--- src/rtl/div_sequencer.sv ---
// Issue/retire sequencer for the radix-4 SRT divider: handles divide-by-zero and
// signed overflow locally. Optional result cache: `define DIV_SEQ_RESULT_CACHE_EN.
package core_config_pkg;
  parameter int unsigned XLEN = 32;
endpackage

module div_sequencer #(
  parameter int unsigned XLEN           = core_config_pkg::XLEN,
  parameter int unsigned TAG_W          = 5,
  parameter int unsigned TIMEOUT_CYCLES = 64
) (
  input  logic             clk,
  input  logic             rst_n,
  input  logic             op_valid,
  output logic             op_ready,
  input  logic [1:0]       op_code,
  input  logic [XLEN-1:0]  op_rs1,
  input  logic [XLEN-1:0]  op_rs2,
  input  logic [TAG_W-1:0] op_tag,
  input  logic             flush,
  output logic             div_start,
  output logic [XLEN-1:0]  div_dividend,
  output logic [XLEN-1:0]  div_divisor,
  output logic             div_is_signed,
  input  logic [XLEN-1:0]  div_quotient,
  input  logic [XLEN-1:0]  div_remainder,
  input  logic             div_done,
  input  logic             div_by_zero,
  output logic             res_valid,
  input  logic             res_ready,
  output logic [XLEN-1:0]  res_data,
  output logic [TAG_W-1:0] res_tag,
  output logic             timeout_err
);

  typedef enum logic [2:0] {IDLE, LAUNCH, WAIT, DRAIN, RESP} state_e;

  localparam int unsigned     CNT_W   = $clog2(TIMEOUT_CYCLES + 1);
  localparam logic [CNT_W-1:0] CNT_LIM = CNT_W'(TIMEOUT_CYCLES);
  localparam logic [XLEN-1:0]  INT_MIN = {1'b1, {(XLEN-1){1'b0}}};

  state_e             state_q, state_d;
  logic [XLEN-1:0]    a_q, a_d, b_q, b_d, res_q, res_d;
  logic [TAG_W-1:0]   tag_q, tag_d;
  logic               sgn_q, sgn_d, rem_q, rem_d;
  logic               to_q, to_d, dseen_q, dseen_d;
  logic [CNT_W-1:0]   cnt_q, cnt_d, cnt_nxt;
  logic               accept, op_signed, ovf, wd_exp, c_hit, c_fill;
  logic [XLEN-1:0]    c_res;
  logic               unused_ok;

  assign unused_ok = div_by_zero;

  assign accept    = (state_q == IDLE) && op_valid && !flush;
  assign op_signed = ~op_code[0];
  assign ovf       = op_signed && (op_rs1 == INT_MIN) && (op_rs2 == '1);
  assign cnt_nxt   = (cnt_q == CNT_LIM) ? cnt_q : cnt_q + CNT_W'(1);
  assign wd_exp    = (cnt_nxt == CNT_LIM);
  assign c_fill    = (state_q == WAIT) && !flush && div_done;

`ifdef DIV_SEQ_RESULT_CACHE_EN
  logic            c_vld_q, c_sgn_q;
  logic [XLEN-1:0] c_a_q, c_b_q, c_quo_q, c_rem_q;

  assign c_hit = c_vld_q && (op_rs1 == c_a_q) && (op_rs2 == c_b_q) && (op_signed == c_sgn_q);
  assign c_res = op_code[1] ? c_rem_q : c_quo_q;

  always_ff @(posedge clk or negedge rst_n) begin
    if (!rst_n) begin
      c_vld_q <= 1'b0;
      c_sgn_q <= 1'b0;
      c_a_q   <= '0;
      c_b_q   <= '0;
      c_quo_q <= '0;
      c_rem_q <= '0;
    end else if (c_fill) begin
      c_vld_q <= 1'b1;
      c_sgn_q <= sgn_q;
      c_a_q   <= a_q;
      c_b_q   <= b_q;
      c_quo_q <= div_quotient;
      c_rem_q <= div_remainder;
    end
  end
`else
  logic unused_fill;
  assign unused_fill = c_fill;
  assign c_hit       = 1'b0;
  assign c_res       = '0;
`endif

  always_comb begin
    state_d = state_q;
    a_d     = a_q;
    b_d     = b_q;
    res_d   = res_q;
    tag_d   = tag_q;
    sgn_d   = sgn_q;
    rem_d   = rem_q;
    to_d    = to_q;
    dseen_d = dseen_q;
    cnt_d   = cnt_q;
    unique case (state_q)
      IDLE: begin
        if (accept) begin
          a_d   = op_rs1;
          b_d   = op_rs2;
          tag_d = op_tag;
          sgn_d = op_signed;
          rem_d = op_code[1];
          if (op_rs2 == '0) begin
            res_d   = op_code[1] ? op_rs1 : '1;
            state_d = RESP;
          end else if (ovf) begin
            res_d   = op_code[1] ? '0 : op_rs1;
            state_d = RESP;
          end else if (c_hit) begin
            res_d   = c_res;
            state_d = RESP;
          end else begin
            state_d = LAUNCH;
          end
        end
      end
      LAUNCH: begin
        cnt_d   = '0;
        dseen_d = 1'b0;
        state_d = WAIT;
      end
      WAIT: begin
        cnt_d = cnt_nxt;
        if (flush) begin
          // A done coincident with the flush is remembered so DRAIN exits at once.
          dseen_d = div_done;
          state_d = DRAIN;
        end else if (div_done) begin
          res_d   = rem_q ? div_remainder : div_quotient;
          state_d = RESP;
        end else if (wd_exp) begin
          to_d    = 1'b1;
          res_d   = '1;
          state_d = RESP;
        end
      end
      DRAIN: begin
        cnt_d = cnt_nxt;
        if (div_done || dseen_q) begin
          state_d = IDLE;
        end else if (wd_exp) begin
          to_d    = 1'b1;
          state_d = IDLE;
        end
      end
      RESP: begin
        if (flush || res_ready) state_d = IDLE;
      end
      default: state_d = IDLE;
    endcase
  end

  always_ff @(posedge clk or negedge rst_n) begin
    if (!rst_n) begin
      state_q <= IDLE;
      a_q     <= '0;
      b_q     <= '0;
      res_q   <= '0;
      tag_q   <= '0;
      sgn_q   <= 1'b0;
      rem_q   <= 1'b0;
      to_q    <= 1'b0;
      dseen_q <= 1'b0;
      cnt_q   <= '0;
    end else begin
      state_q <= state_d;
      a_q     <= a_d;
      b_q     <= b_d;
      res_q   <= res_d;
      tag_q   <= tag_d;
      sgn_q   <= sgn_d;
      rem_q   <= rem_d;
      to_q    <= to_d;
      dseen_q <= dseen_d;
      cnt_q   <= cnt_d;
    end
  end

  assign op_ready      = (state_q == IDLE);
  assign div_start     = (state_q == LAUNCH);
  assign res_valid     = (state_q == RESP);
  assign div_dividend  = a_q;
  assign div_divisor   = b_q;
  assign div_is_signed = sgn_q;
  assign res_data      = res_q;
  assign res_tag       = tag_q;
  assign timeout_err   = to_q;

endmodule

--- config.mk ---
export PLATFORM = sky130hd
export DESIGN_NAME = div_sequencer
export DESIGN_NICKNAME = d
export VERILOG_FILES = /design/src/rtl/div_sequencer.sv
export SDC_FILE = /design/constraint.sdc
export NUM_CORES = 1
export LEC_CHECK = 0
export CORE_ASPECT_RATIO = 0.7
export CORE_MARGIN = 1.5
export CORE_UTILIZATION = 40
export DETAILED_ROUTE_END_ITERATION = 8
export PLACE_DENSITY_LB_ADDON = 0.25
export SETUP_SLACK_MARGIN = 0.02
export SLEW_MARGIN = 20
export SYNTH_ARGS = -nofsm -noshare
export SYNTH_HDL_FRONTEND = slang
export SYNTH_SLANG_ARGS = --single-unit
--- constraint.sdc ---
create_clock -name clk -period 2.4 [get_ports clk]
set_input_delay 0.48 -clock clk [delete_from_list [all_inputs] [get_ports clk]]
set_output_delay 0.48 -clock clk [all_outputs]
set_load 0.005 [all_outputs]
* Yosys cells after proc, flatten, opt, wreduce, memory -nomap -nowiden *
Index checks and enable logic that the tools add are counted.

word-level totals
  bits in registers = 115
  bits of input ports = 142
  output and inout port bits = 106
  word-level logic and storage cells = 78

cells by class
  $add $sub $neg = 1
  equality and inequality tests = 18
  mux-type cells = 29
  bitwise gates (word level) = 1
  reduce and logical (&&, ||, !) cells = 19

operators by type and width
  cell                    count
  $mux W32                9
  $eq A32 B32 Y1 const B  2
  $pmux W32 S2            1
  $logic_not A32 Y1       1
  $mux W3                 9
  $pmux W3 S5             1
  $eq A7 B7 Y1 const B    2
  $pmux W7 S2             1
  $ne A2 B2 Y1 const B    4
  $reduce_and A4 Y1       2
  $reduce_bool A2 Y1      4
  $add A7 B1 Y7 const B   1
  $mux W7                 1
  $eq A3 B2 Y1 const B    2
  $ne A3 B3 Y1 const B    2
  $mux W1                 5
  $reduce_and A5 Y1       1
  $logic_and A1 B1 Y1     4
  $ne A2 B1 Y1 const B    2
  $ne A4 B4 Y1 const B    1
  $pmux W1 S2             2
  $reduce_and A2 Y1       2
  $eq A3 B1 Y1 const B    1
  $eq A3 B3 Y1 const B    1
  6 further kinds         7

* Logic depth before layout (Yosys ltp) *
Gate-level depths: netlist of run 1.

  word-level depth = 7
  depth in mapped cells = 8
  gate-level depth less buffers = 7

* Least setup slack after synthesis of run 1 *
No wires, ideal clock.

  kind = input port to flip-flop
  from = input port op_rs1[13]
  to = register res_q[10], in the netlist res_data[10]
  library setup time = 0.125 ns
  arrival = 2.194 ns
  required time = 2.275 ns
  path slack = 0.081 ns
  stages on the path = 6
  path buffers = 1
  path through = or4_1 nor4_2 nand4_1 a2bb2oi_4 buf_6 mux2_2

on the way
  longest elaborated chain between the ends = 5

ends and longest elaborated chain
  element                            RTL line  source
  start, declared                    17        input logic [XLEN-1:0] op_rs1,
  $eq A32 B32 Y1                     56        assign ovf = op_signed && (op_rs1 == INT_MIN) && (op_rs2 == '1);
  $logic_and A1 B1 Y1 (2 in series)  56
  $ne A3 B1 Y1 (no line)             --
  $reduce_and A5 Y1 (no line)        --
  end signal, assigned               177       res_q <= res_d;
  end, declared                      43        logic [XLEN-1:0] a_q, a_d, b_q, b_d, res_q, res_d;

No other way between the ends.
A chain may end at the register's enable or synchronous reset.

* Worst setup path after layout of run 1 *
  from = register cnt_q[0]
  to = register res_q[5], in the netlist res_data[5]

on the way
  longest elaborated chain between the ends = 5
  elaborated cells between the ends (all ways) = 6
  classes of those cells = add/sub (1); eq/ne (3); mux (1); reduce/logical (1)

ends and longest elaborated chain
  element                                               RTL line  source
  start, declared                                       47        logic [CNT_W-1:0] cnt_q, cnt_d, cnt_nxt;
  start signal, assigned                                183       cnt_q <= cnt_d;
  $add A7 B1 Y7 / $eq A7 B7 Y1 (equally long branches)  57        assign cnt_nxt = (cnt_q == CNT_LIM) ? cnt_q : cnt_q + CNT_W'(1);
  $mux W7 *                                             57
  $eq A7 B7 Y1 *                                        58        assign wd_exp = (cnt_nxt == CNT_LIM);
  $ne A3 B3 Y1 (no line) *                              --
  $reduce_and A5 Y1 (no line) *                         --

Every way passes the cells marked *; elsewhere a longest branch is shown, timed or not.

==> results of run 1 <==
==> logic make-up (layout without fill, tap and decap cells) <==
kind of cell    Yosys count  count (layout)  synth area share [%]
compound gates           58              58                  7.93
simple gates             84              84                  7.89
fa+ha+maj                34              34                  5.90
mux                     136             136                  25.4
xor+xnor                  4               4                 0.599
flops                   115             115                  49.2
other cells               0               2                     0
buf+inv                  40             385                  3.10
==> per-stage QoR <==
stage	hold slack (ns)	cell area, µm²
2_1_floorplan	0.184	5850
3_3_place_gp	0.479	9140
3_5_place_dp	0.483	9140
4_1_cts	0.179	10100
5_1_grt	0.167	10200
6_report	0.130	10200
==> cell usage after synthesis, drive strengths merged <==
cell	count
clkinv	1
o21ai	13
nand2b	1
a31o	2
and3	1
xor2	1
nor4b	1
mux2i	34
nor3	8
a21oi	2
and2	1
ha	2
or2	1
o21bai	1
nor2	14
nand4	12
nor3b	1
buf	10
a21o	2
nor4	16
mux2	102
or3b	2
inv	5
and4	1
clkbuf	24
a32o	1
a31oi	1
nand3	3
nand2	16
dfrtp	115
a22o	3
maj3	32
or4	2
nor2b	2
o311ai	1
xnor2	3
nand4b	2
a2bb2oi	32
==> power by group through the flow <==
| stage | registers [mW] | logic (mW) | clock network, mW |
|---|---|---|---|
| after floorplan | 3.39 | 2.14 | 0 |
| after global placement | 3.40 | 4.85 | 0 |
| after detailed placement | 3.47 | 4.97 | 0 |
| after CTS | 3.46 | 5.51 | 2.34 |
| after global routing | 3.60 | 6.06 | 2.44 |
| final | 3.48 | 5.75 | 2.32 |
==> worst min path at each step <==
stage / slack [ns] / cells after the start / startpoint / endpoint
2_1_floorplan: 0.18 / 0 / rst_n / cnt_q[0]$_DFFE_PN0P_
3_3_place_gp: 0.48 / 1 / timeout_err$_DFFE_PN0P_ / timeout_err$_DFFE_PN0P_
3_5_place_dp: 0.48 / 1 / timeout_err$_DFFE_PN0P_ / timeout_err$_DFFE_PN0P_
4_1_cts: 0.18 / 2 / rst_n / div_dividend[2]$_DFFE_PN0P_
5_1_grt: 0.17 / 2 / rst_n / div_dividend[29]$_DFFE_PN0P_
6_report: 0.13 / 2 / rst_n / div_dividend[1]$_DFFE_PN0P_
==> flip-flops by register name, summed over array words and instances (netlist names) <==
register       count
cnt_q              7
div_dividend      32
div_divisor       32
div_is_signed      1
dseen_q            1
rem_q              1
res_data          32
res_tag            5
state_q            3
timeout_err        1
==> metal layers <==
metal	vias up	part of all wire [%]	GRT usage, %
met5	-	0	0
met1	2661	41	33.7
met4	0	2.0	11.1
li1	2430	-	-
met2	241	48	43.5
met3	32	8.1	8.38
==> placed cells by master (no fill, tap or decap), types with 13 or more instances in the layout <==
cell type        instances
a2bb2oi_1               31
mux2i_1                 34
mux2_4                  21
dlygate4sd2_1           22
nand2_1                 15
buf_4                   77
dfrtp_1                108
clkdlybuf4s50_1        184
buf_12                  13
maj3_1                  32
clkbuf_16               17
buf_2                   13
mux2_2                  81
==> repair_timing <==
item / in CTS / in global routing
buffers inserted: 15 / 4
gates cloned: 4 / 0
gates resized for setup: 171 / 61
pin swaps: 30 / 21
endpoints found under the setup margin: 35 / 34
==> final cells by class <==
cell class              count  area [µm²]
diodes                      2        5.00
multi-input cells         316        3120
repair buffers            348        3340
flip-flops and latches    115        2890
well taps                 190         238
clock buffers              21         450
fillers                   954        3950
inverters                   6        22.5
clock inverters            10        86.3
==> impl_metrics.py, run 1 <==
metrics = {
    "run_status": {
        "outcome": "finished, violations left",
        "violations": "negative setup slack",
    },
    "global_routing": {
        "track_usage_pct": 27.0,
        "grt_max_degree": 116,
        "antenna_found_initial": 2,
        "overflow": 0,
        "grt_pass1_vias": 5893,
        "grt_pass1_wl_um": 32000,
    },
    "timing": {
        "fin_tns_setup_ns": -0.0132,
        "relSlewSlack_pct": 56.5,
        "fin_crit_sh_pct": 100,
        "setup_violations": 3,
        "fin_ws_ns": -0.00547,
        "tightest_slew_ns": 0.652,
        "slew_violations": 0,
        "final-hold-violation-count": 0,
        "fmax_mhz": 416,
        "rsz0062_at_grt": "true",
        "finalClockSkew_ns": 0.00780,
        "period_needed_ns": 2.41,
    },
    "detailed_routing": {
        "antenna_left": 0,
        "drt_wl_total_um": 21100,
        "via_per_inst": 5.32,
        "dr.pass1.iters": 5,
        "wl_per_cell_um": 20.9,
        "first_iter_violations": 325,
        "num_vias": 5364,
        "drc_errors": 0,
    },
    "power_and_ir_drop": {
        "p_seq_share_pct": 30.2,
        "finalPower_mw": 11.6,
        "power_frac_comb_pct": 49.7,
        "netSwitchingPower_mw": 3.56,
        "clockPowerShare_pct": 20.1,
        "internal_power_mw": 8.00,
        "p_leak_nw": 4.35,
        "vdd_drop_max_uv": 603,
        "switching_share_pct": 30.8,
        "powerDensity_nw_per_um2": 1140,
    },
    "synthesis": {
        "synth_top_area_share_pct": 49.2,
        "netlist_top_cells_area": "dfrtp_1, mux2_2, mux2i_1",
        "yosysSeqAreaShare_pct": 49.2,
        "synth_nets": 615,
        "syn_area_um2": 5850,
        "ys_seq_elements": 115,
        "syn_inst": 471,
        "synth.avg_cell_area_um2": 12.4,
        "yosys.area.top_type": "dfrtp_1",
        "synth.distinct_cells": 43,
        "ys.warnings.count": 0,
    },
    "setup_path": {
        "cp_cell_sequence": "buf_4, ha_4, nand3_1, nor2_1, xor2_1, a31o_2, a2bb2oi_4, buf_12, buf_8, buf_12, mux2_2",
        "critPathBufInv": 4,
        "crit_path_start_kind": "register",
        "r2r_start": "cnt_q[0]$_DFFE_PN0P_",
        "end_kind": "register",
        "crit_top_cell": "buf_12",
        "worstSetupPathDepth": 11,
        "crit_type": "register to register",
        "cp-startpoint": "cnt_q[0]$_DFFE_PN0P_",
        "path_delay_family": "buffers and inverters",
        "slowest_delay_ns": 0.37,
        "r2r_cells": 11,
        "critical_path.max_fanout": 8,
        "critPathCapture": "res_data[5]$_DFFE_PN0P_",
        "cp_data_required_time_ns": 2.70,
        "rrSetupSlack_ns": -0.005,
        "r2r_end": "res_data[5]$_DFFE_PN0P_",
        "cp.arrival_ns": 2.70,
        "worst_path_max_delay_cell": "dfrtp_2",
    },
    "cts": {
        "cts_buffer_depth": 2,
        "clk_pin_slew_ns": 0.06,
        "tritoncts": "yes",
        "root_buffer": "clkbuf_16",
        "clock_latency_ns": 0.41,
        "htreeDepth": 4,
        "clkSinkCount": 115,
        "cts_buffers": 17,
        "cts_hold_buf": 0,
    },
    "final_layout": {
        "post-route-util_pct": 72.0,
        "final_nets": 948,
        "areaGrowthSynthToFinish_pct": 73.4,
        "drive_gt1_share_pct": 37.6,
        "stdcell_count": 1008,
    },
    "floorplanning": {
        "fp.dieArea_um2": 15400,
        "die_y_um": 104,
        "io_pins": 248,
        "std_cell_rows": 36,
        "start_util_pct": 41.5,
        "coreArea_um2": 14100,
        "die_x_um": 148,
    },
    "placed_design": {
        "post-dp-hpwl_um": 14300,
        "dp_cells": 953,
        "io_buffer_count": 246,
        "place_worst_setup_slack_ns": -0.776,
        "gp_congestion": 0.865,
    },
    "run": {
        "cap_violations": 0,
    },
    "worst_hold_path": {
        "hp-class": "input pin to async pin",
    },
}
No activity file was read; power rests on OpenSTA's default activity.
==> inputs of run 2 (changes only) <==
--- a/config.mk
+++ b/config.mk
@@ -5,6 +5,7 @@
 export SDC_FILE = /design/constraint.sdc
 export NUM_CORES = 1
 export LEC_CHECK = 0
+export ABC_AREA = 1
 export CORE_ASPECT_RATIO = 0.7
 export CORE_MARGIN = 1.5
 export CORE_UTILIZATION = 40
==> constraint.sdc (replaced) <==
create_clock -name clk -period 3 [get_ports clk]
set_input_delay 0.6 -clock clk [delete_from_list [all_inputs] [get_ports clk]]
set_output_delay 0.6 -clock clk [all_outputs]
set_load 0.005 [all_outputs]
==> impl_metrics.py, run 2 <==
metrics = {
    "global_routing": {
        "antenna_found_initial": 0,
        "track_usage_pct": 24.5,
        "grt_pass1_vias": 6301,
        "grt_pass1_wl_um": 32000,
        "grt_max_degree": 130,
        "overflow": 0,
    },
    "detailed_routing": {
        "first_iter_violations": 409,
        "drc_errors": 0,
        "wl_per_cell_um": 15.0,
        "antenna_left": 0,
        "met3RoutedLength_um": 1480,
        "dr.pass1.iters": 5,
        "top_layer": "met4",
        "wl_met2_um": 9000,
        "wl_met1_um": 9030,
        "drt_wl_total_um": 19800,
        "via_per_inst": 4.90,
        "num_vias": 6464,
    },
    "synthesis": {
        "syn_area_um2": 6430,
        "synth_nets": 1021,
        "synth_common_cells": "nand2_1, dfrtp_1, o21ai_0",
        "syn_inst": 877,
        "yosys.area.top_type": "dfrtp_1",
        "ys_seq_elements": 115,
        "yosysSeqAreaShare_pct": 44.7,
        "synth.distinct_cells": 29,
        "ys.flop_type": "dfrtp_1",
        "synth_top_area_share_pct": 44.7,
        "synth_async_sr_flop_share_pct": 100,
        "ys.warnings.count": 0,
        "netlist_top_cells_area": "dfrtp_1, nand2_1, mux2_2",
        "yosysMostFrequentCell": "nand2_1",
        "synth.avg_cell_area_um2": 7.34,
        "synth_edf_count": 0,
    },
    "cts": {
        "cts_buffers": 17,
        "tritoncts": "yes",
        "htreeDepth": 4,
        "cts_resized": 0,
        "root_buffer": "clkbuf_16",
        "clock_latency_ns": 0.41,
        "clk_pin_slew_ns": 0.05,
        "postCtsSetupBuffers": 0,
        "cts_hold_buf": 0,
        "clkSinkCount": 115,
        "cts_buffer_depth": 2,
    },
    "final_layout": {
        "final_nets": 1251,
        "antenna_cells": 0,
        "drive_gt1_share_pct": 8.94,
        "layout_common_cells": "nand2_1, clkdlybuf4s50_1, dfrtp_1",
        "final_area_um2": 9660,
        "areaGrowthSynthToFinish_pct": 50.1,
        "layout_commonest_cell": "nand2_1",
    },
    "setup_path": {
        "rrSetupSlack_ns": 0.74,
        "r2r_start": "cnt_q[0]$_DFFE_PN0P_",
        "cp.arrival_ns": 1.89,
        "end_kind": "output pin",
        "r2r_cells": 13,
        "cp-startpoint": "state_q[0]$_DFFE_PN0P_",
        "r2r_end": "res_data[31]$_DFFE_PN0P_",
        "critical_path.max_fanout": 5,
        "cp_data_required_time_ns": 2.40,
        "crit_type": "register to output pin",
        "crit_path_start_kind": "register",
    },
    "floorplanning": {
        "io_pins": 248,
        "die_y_um": 109,
        "fp.dieArea_um2": 16900,
        "die_x_um": 155,
        "coreArea_um2": 15600,
        "std_cell_rows": 38,
        "start_util_pct": 41.3,
    },
    "timing": {
        "relSlewSlack_pct": 58.8,
        "rsz0062_at_grt": "false",
        "tightest_slew_ns": 0.617,
        "setup_violations": 0,
        "fin_crit_sh_pct": 83.0,
        "fin_tns_setup_ns": 0,
        "holdWs_ns": 0.165,
        "period_needed_ns": 2.49,
        "final-hold-violation-count": 0,
        "finalClockSkew_ns": 0.00870,
        "fmax_mhz": 402,
        "slew_violations": 0,
    },
    "placed_design": {
        "place_area_um2": 9070,
        "io_buffer_count": 246,
        "post-dp-hpwl_um": 14400,
        "gp_congestion": 0.918,
    },
    "power_and_ir_drop": {
        "finalPower_mw": 8.55,
        "p_leak_nw": 4.70,
        "vdd_drop_max_uv": 435,
        "powerDensity_nw_per_um2": 885,
    },
    "run": {
        "cap_violations": 0,
    },
    "worst_hold_path": {
        "hp-class": "input pin to async pin",
    },
    "run_status": {
        "outcome": "finished clean",
    },
}
==> run 2: metrics by stage <==
stage                     std cells  worst slack (ns)  util [%]
after floorplan                 877              1.09         -
after global placement         1288             0.361      58.2
after detailed placement       1288             0.295      58.2
after CTS                      1318             0.507      62.0
after global routing           1318             0.400      62.0
final                          1318             0.511      62.0
==> run 2: logic make-up after synthesis <==
| kind of cell | count (synthesis) | share of synthesized area, % |
|---|---|---|
| flops | 115 | 44.7 |
| xor+xnor | 1 | 0.136 |
| fa+ha+maj | 2 | 0.389 |
| simple gates | 478 | 29.9 |
| compound gates | 108 | 8.96 |
| buf+inv | 128 | 8.05 |
| mux | 45 | 7.87 |
==> run 2: layer usage <==
layer / vias up / global-route usage (%)
met4: 0 / 6.94
met3: 19 / 6.20
li1: 3231 / -
met1: 2990 / 32.5
met5: - / 0
met2: 224 / 40.2
==> run 2: worst max path at each step <==
stage	to	cells past startpoint
after detailed placement	res_data[5]$_DFFE_PN0P_	14
final	op_ready	4
after global routing	op_ready	4
after global placement	res_data[23]$_DFFE_PN0P_	14
after CTS	op_ready	4
after floorplan	res_data[0]$_DFFE_PN0P_	12
==> run 2: power breakdown <==
group | internal (mW) | switching (mW) | total, mW
Clock | 1.33 | 0.704 | 2.04
Combinational | 2.04 | 1.75 | 3.79
Sequential | 2.27 | 0.449 | 2.72
Total | 5.64 | 2.90 | 8.55
==> run 2: layout make-up <==
| class | instances | area, µm² |
|---|---|---|
| fill | 1402 | 5930 |
| multi-input combinational | 634 | 3050 |
| sequential | 115 | 2880 |
| timing repair buffer | 258 | 2590 |
| clock buffer | 20 | 457 |
| inverter | 81 | 304 |
| tap | 200 | 250 |
| clock inverter | 10 | 134 |
==> run 2: critical path, stage by stage (launching register included) <==
cell             delay (ns)
dfrtp_1                0.44
nor2_1                 0.23
inv_2                  0.08
nor2_4                 0.19
clkdlybuf4s50_1        0.55
